<file path="src/rtl/mips_multicycle_control.sv">
// rtl/mips_multicycle_control.sv - multicycle MIPS control FSM with retired-instruction counter
module mips_multicycle_control #(
  parameter int RETIRE_W = 32
) (
  input  logic                clock,
  input  logic                reset,
  input  logic [5:0]          opcode,
  input  logic                mem_ready,
  output logic                PCWrite,
  output logic                IorD,
  output logic                MemRead,
  output logic                MemWrite,
  output logic                IRWrite,
  output logic                MemtoReg,
  output logic                RegDst,
  output logic                RegWrite,
  output logic                ALUSrcA,
  output logic [1:0]          ALUSrcB,
  output logic [2:0]          ula_operation,
  output logic [1:0]          PCSource,
  output logic [1:0]          BranchOp,
  output logic [3:0]          state,
  output logic [RETIRE_W-1:0] retired,
  output logic                illegal
);

  typedef enum logic [3:0] {
    FETCH     = 4'd0,
    DECODE    = 4'd1,
    MEM_ADDR  = 4'd2,
    MEM_READ  = 4'd3,
    MEM_WB    = 4'd4,
    MEM_WRITE = 4'd5,
    R_EXEC    = 4'd6,
    R_WB      = 4'd7,
    BRANCH    = 4'd8,
    JUMP      = 4'd9,
    ADDI_EXEC = 4'd10,
    ADDI_WB   = 4'd11
  } state_t;

  localparam logic [5:0] OP_R    = 6'b000000;
  localparam logic [5:0] OP_LW   = 6'b100011;
  localparam logic [5:0] OP_SW   = 6'b101011;
  localparam logic [5:0] OP_BEQ  = 6'b000100;
  localparam logic [5:0] OP_BNE  = 6'b000101;
  localparam logic [5:0] OP_ADDI = 6'b001000;
  localparam logic [5:0] OP_J    = 6'b000010;

  localparam logic [RETIRE_W-1:0] RETIRE_ONE = 1;

  state_t cur_state;
  state_t nxt_state;
  logic   retire_inc;

  assign state = cur_state;

  always_ff @(posedge clock or posedge reset) begin
    if (reset) begin
      cur_state <= FETCH;
      retired   <= '0;
    end else begin
      cur_state <= nxt_state;
      if (retire_inc) retired <= retired + RETIRE_ONE;
    end
  end

  always_comb begin
    PCWrite       = 1'b0;
    IorD          = 1'b0;
    MemRead       = 1'b0;
    MemWrite      = 1'b0;
    IRWrite       = 1'b0;
    MemtoReg      = 1'b0;
    RegDst        = 1'b0;
    RegWrite      = 1'b0;
    ALUSrcA       = 1'b0;
    ALUSrcB       = 2'b00;
    ula_operation = 3'b000;
    PCSource      = 2'b00;
    BranchOp      = 2'b00;
    illegal       = 1'b0;
    retire_inc    = 1'b0;
    nxt_state     = FETCH;
    case (cur_state)
      FETCH: begin
        MemRead   = 1'b1;
        ALUSrcB   = 2'b01;
        IRWrite   = mem_ready;
        PCWrite   = mem_ready;
        nxt_state = mem_ready ? DECODE : FETCH;
      end
      DECODE: begin
        // ALU precomputes PC + (imm << 2) so BRANCH can use it directly
        ALUSrcB = 2'b11;
        case (opcode)
          OP_LW, OP_SW:   nxt_state = MEM_ADDR;
          OP_R:           nxt_state = R_EXEC;
          OP_BEQ, OP_BNE: nxt_state = BRANCH;
          OP_ADDI:        nxt_state = ADDI_EXEC;
          OP_J:           nxt_state = JUMP;
          default: begin
            illegal   = 1'b1;
            nxt_state = FETCH;
          end
        endcase
      end
      MEM_ADDR: begin
        ALUSrcA   = 1'b1;
        ALUSrcB   = 2'b10;
        nxt_state = (opcode == OP_LW) ? MEM_READ : MEM_WRITE;
      end
      MEM_READ: begin
        MemRead   = 1'b1;
        IorD      = 1'b1;
        nxt_state = mem_ready ? MEM_WB : MEM_READ;
      end
      MEM_WB: begin
        RegWrite   = 1'b1;
        MemtoReg   = 1'b1;
        retire_inc = 1'b1;
      end
      MEM_WRITE: begin
        MemWrite   = 1'b1;
        IorD       = 1'b1;
        retire_inc = mem_ready;
        nxt_state  = mem_ready ? FETCH : MEM_WRITE;
      end
      R_EXEC: begin
        ALUSrcA       = 1'b1;
        ula_operation = 3'b010;
        nxt_state     = R_WB;
      end
      R_WB: begin
        RegWrite   = 1'b1;
        RegDst     = 1'b1;
        retire_inc = 1'b1;
      end
      BRANCH: begin
        ALUSrcA       = 1'b1;
        ula_operation = 3'b001;
        PCSource      = 2'b01;
        BranchOp      = (opcode == OP_BNE) ? 2'b10 : 2'b01;
        retire_inc    = 1'b1;
      end
      JUMP: begin
        PCWrite    = 1'b1;
        PCSource   = 2'b10;
        retire_inc = 1'b1;
      end
      ADDI_EXEC: begin
        ALUSrcA   = 1'b1;
        ALUSrcB   = 2'b10;
        nxt_state = ADDI_WB;
      end
      ADDI_WB: begin
        RegWrite   = 1'b1;
        retire_inc = 1'b1;
      end
      default: nxt_state = FETCH;
    endcase
  end

endmodule

</file>
<file path="config.mk">
export PLATFORM = sky130hd
export DESIGN_NAME = mips_multicycle_control
export DESIGN_NICKNAME = d
export VERILOG_FILES = /design/src/rtl/mips_multicycle_control.sv
export SDC_FILE = /design/constraint.sdc
export NUM_CORES = 1
export LEC_CHECK = 0
export ABC_AREA = 1
export CAP_MARGIN = 15
export CORE_ASPECT_RATIO = 0.6
export CORE_UTILIZATION = 40
export DETAILED_ROUTE_END_ITERATION = 10
export GPL_TIMING_DRIVEN = 1
export PLACE_DENSITY = 0.67
export SLEW_MARGIN = 25
export SYNTH_ARGS = -nofsm -noshare
export SYNTH_HDL_FRONTEND = slang
export SYNTH_SLANG_ARGS = --single-unit
export TNS_END_PERCENT = 30
</file>
<file path="constraint.sdc">
create_clock -name clock -period 2.6 [get_ports clock]
set_input_delay 0.26 -clock clock [delete_from_list [all_inputs] [get_ports clock]]
set_output_delay 0.26 -clock clock [all_outputs]
set_load 0.005 [all_outputs]
</file>
======== Word-level counts from Yosys, hierarchy flattened ========
Cells that the tools add are included.
operators by class
  $add $sub $neg .......................... 1
  equal/unequal tests ..................... 17
  muxes and demuxes ....................... 23
  reduce and logical (&&, ||, !) cells .... 11
operators by type and width
  kind                     count
  $add A32 B1 Y32 const B  1
  $pmux W4 S7              1
  $pmux W4 S5              1
  $eq A4 B3 Y1 const B     4
  $eq A4 B4 Y1 const B     4
  $eq A6 B3 Y1 const B     2
  $eq A6 B6 Y1 const B     2
  $mux W1                  11
  $reduce_or A2 Y1         5
  $mux W3                  3
  $eq A4 B2 Y1 const B     2
  $pmux W2 S2              2
  $reduce_or A7 Y1         1
  $eq A6 B2 Y1 const B     1
  $eq A6 B4 Y1 const B     1
  $logic_not A6 Y1         1
  $pmux W2 S3              1
  $reduce_or A5 Y1         1
  $eq A4 B1 Y1 const B     1
  $logic_not A4 Y1         1
  $mux W2                  2
  $pmux W1 S2              2
  $reduce_or A4 Y1         1
  $reduce_or A3 Y1         1
word-level totals
  register bits ........................... 36
  input bits .............................. 9
  output and inout bits ................... 55
  word-level logic and storage cells ...... 54

======== Depth between registers and ports, before layout ========
  depth in word-level cells ............... 4
  depth in mapped cells ................... 10
  mapped depth without buffers ............ 10

======== Worst setup path after synthesis ========
No wires, ideal clock.
  path kind ............................... flip-flop to flip-flop
  start ................................... reg retired[1]
  end ..................................... reg retired[18]
  library setup time ...................... 0.120 ns
  arrival ................................. 1.345 ns
  data required time ...................... 2.480 ns
  setup slack ............................. 1.134 ns
  stages on the path, launching flop included .. 9
  buffers on the path ..................... 0
  period minus slack after synthesis ...... 1.466 ns
  cell sequence ........................... dfrtp_1 -> ha_1 -> nand2_1 -> nor2_1 -> nand2_1 -> nor2_4 -> nand2_1 -> o21ai_0 -> nand2_1
on the way
  longest elaborated chain between the ends .. 1
ends and longest elaborated chain
  what                    RTL line  source
  start, declared         23        output logic [RETIRE_W-1:0] retired,
  start signal, assigned  64        if (retire_inc) retired <= retired + RETIRE_ONE;
  $add A32 B1 Y32         64
Every way passes these cells.
A chain may end at the register's enable or synchronous reset.

======== Worst setup path in the final report ========
  start ................................... reg cur_state[1] (netlist: state[1])
  end ..................................... out illegal
on the way
  longest elaborated chain between the ends .. 2
ends and longest elaborated chain
  what                    RTL line  source
  start, declared         52        state_t cur_state;
  start signal, assigned  63        cur_state <= nxt_state;
  $eq A4 B1 Y1            85        case (cur_state)
  $mux W1                 85
  end, declared           24        output logic illegal
Every way passes these cells.

==> results.yml <==
synth:
  synth_warnings: 0
  synthCells: 411
  synth_seq_cells: 36
  syn_area_per_cell_sq_um: 6.22
  ys_types: 26
  netlist_area_sq_mm: 0.00256
  ys_seq_area_share_pct: 35.2
  synth_nets: 421
placed_design:
  gp_congestion: 0.892
  dpl-instance-area_sq_mm: 0.00324
  dpl.hpwl_mm: 5.35
  port_buffers: 62
power_and_ir_drop:
  power.density_mw_per_mm2: 415
  ir_drop_mv: 0.318
  power_uw: 1380
  p_leak_uw: 0.00151
cts:
  cts_tree: "done"
  post_cts_buffers: 0
  clkSinkCount: 36
  cts.htree.levels: 2
  insertion_delay_ns: 0.29
  clockBufferDepth: 2
  cts_root_buf: "clkbuf_8"
  cts-buffers-inserted: 5
  cts.reportedPaths.clkPinSlew_ns: 0.07
  postCtsHoldBufs: 0
  cts_resized: 0
finish:
  mostFrequentLayoutCells: "nand2_1, nor2_1, clkdlybuf4s50_1, inv_1, dfrtp_1"
  drive_gt1_share_pct: 5.46
  stdcell_area_sq_mm: 0.00333
  regArea_sq_um: 901
  area_growth_pct: 30.2
  multi_input_area_sq_mm: 0.00140
  diodes: 0
  final_core_util_pct: 54.2
  final_common_cell: "nand2_1"
  nNetsFinal: 485
  nFillCells: 633
critical_path:
  crit_family: "buffers and inverters"
  cp_cell_sequence: "nor2_1, inv_1, nor2_1, inv_1, nor3_1, clkdlybuf4s50_1"
  crit_buf_inv: 3
  cp.depth: 6
  critical_path_class: "reg2out"
  cp-start-kind: "flop"
  required_ns: 2.34
  cp_slowest_cell: "clkdlybuf4s50_1"
  max_stage_delay_ns: 0.52
  setup.worst_path.end_class: "output port"
  critPathMaxFanout: 5
  r2r_cells: 9
  cp.arrival_ns: 2.09
flow_run:
  cap_viol_max_count: 0
sta:
  hold_ws_ns: 0.373
  finalHoldViolations: 0
  relSlewSlack_pct: 60.2
  finalSetupViolCount: 0
  slew_viol_final: 0
  skew_ns: 0.00785
  clock.fmax_mhz: 425
  setup_tns_ns: 0
  tightest_slew_ns: 0.596
  final_min_period_over_clock_period_pct: 90.5
  rsz0062_at_grt: "false"
  layout_min_cycle_time_ns: 2.35
route:
  vias: 2764
  wl_per_cell_um: 12.5
  vias_per_cell: 4.94
  dr.pass1.iters: 5
  drt_drc_violations_left: 0
  ant_nets: 0
  drt_iter0_markers: 256
  wl_mm: 7.01
floorplanning:
  core-area_sq_mm: 0.00614
  start_util_pct: 41.7
  die_h_um: 63.9
  num_rows: 22
  die_area_sq_mm: 0.00673
  pin_count: 64
  die_w_um: 105
grt:
  antenna_found_initial: 0
  grt_start_max_net_pins: 40
  grt_pass1_wl_mm: 11.8
  grtUsageTotal_pct: 22.4
  first_global_vias: 2487
  overflow: 0
min_path:
  hp-class: "in2async"
status:
  outcome: "finished, final reports clean"
[registers in the layout, summed over array words and instances, names as in the netlist]
signal   flops
retired     32
state        4
[layout make-up]
class | instances | area share (%)
sequential | 36 | 27.1
tap | 84 | 3.16
multi-input combinational | 317 | 42.2
clock buffer | 6 | 2.48
timing repair buffer | 64 | 19.1
inverter | 51 | 5.75
clock inverter | 2 | 0.301
[power breakdown]
part	switching, uW	total (uW)	internal (uW)	leakage (uW)
registers	46.5	644	597	0.000495
clock network	213	424	212	0.0000510
logic	156	314	158	0.000968
total	415	1380	967	0.00151
[kinds of logic (layout without fill, tap and decap cells)]
logic type	Yosys count	count (layout)	share of synthesized area [%]
DFF	36	36	35.2
adders and majority gates	1	1	0.489
buffers and inverters	58	123	9.88
xor gates and xnor gates	5	5	2.01
AOI/OAI and AO/OA	18	18	3.77
other	1	1	0.147
and+or+nand+nor	292	292	48.5
[cell usage after synthesis]
cell,n,area share [%]
nor2_2,2,0.49
a21oi_1,3,0.59
nand3_1,25,4.9
a211oi_1,1,0.29
nand2_2,6,1.5
or2_2,1,0.24
inv_1,49,7.2
or2_0,1,0.24
dfrtp_1,36,35
o21ai_0,13,2.5
buf_4,3,0.88
conb_1,1,0.15
nand3b_1,8,2.3
nor2_1,66,9.7
a21oi_2,1,0.34
inv_2,2,0.29
xor2_1,4,1.4
nor4_1,1,0.24
nand4_1,11,2.7
xor2_2,1,0.64
nand2_1,164,24
buf_2,1,0.20
nor3_1,4,0.78
ha_1,1,0.49
buf_6,3,1.3
nor2_4,3,1.3
[tightest hold or removal path: cells and delay by family]
family / cells / cell delay, ns
buf+inv: 3 / 0.84
[per-layer routing]
metal / share of wire, % / up-vias / GRT usage (%)
li1: - / 1396 / -
met1: 54 / 1284 / 35.3
met2: 39 / 79 / 31.3
met3: 6.6 / 5 / 4.39
met4: 0.57 / 0 / 3.70
met5: 0 / - / 0
[path summary, 6_finish.rpt]
| kind | startpoint | endpoint | slack (ns) |
|---|---|---|---|
| worst max-delay path | state[1] | illegal | 0.25 |
| worst min-delay path | reset | retired[15] | 0.37 |
| worst max register to register | state[1] | retired[17] | 0.82 |
| worst min register to register | retired[31] | retired[31] | 0.54 |
| max in group asynchronous | reset | state[3] | 1.90 |
| min in group clock | retired[31] | retired[31] | 0.54 |
[through the flow]
stage	setup slack (ns)	std cells
after floorplan	1.13	411
after detailed placement	0.478	552
after global routing	0.0489	560
after CTS	0.227	560
after global placement	0.520	552
final	0.247	560
Power figures use the tool's default switching activity.
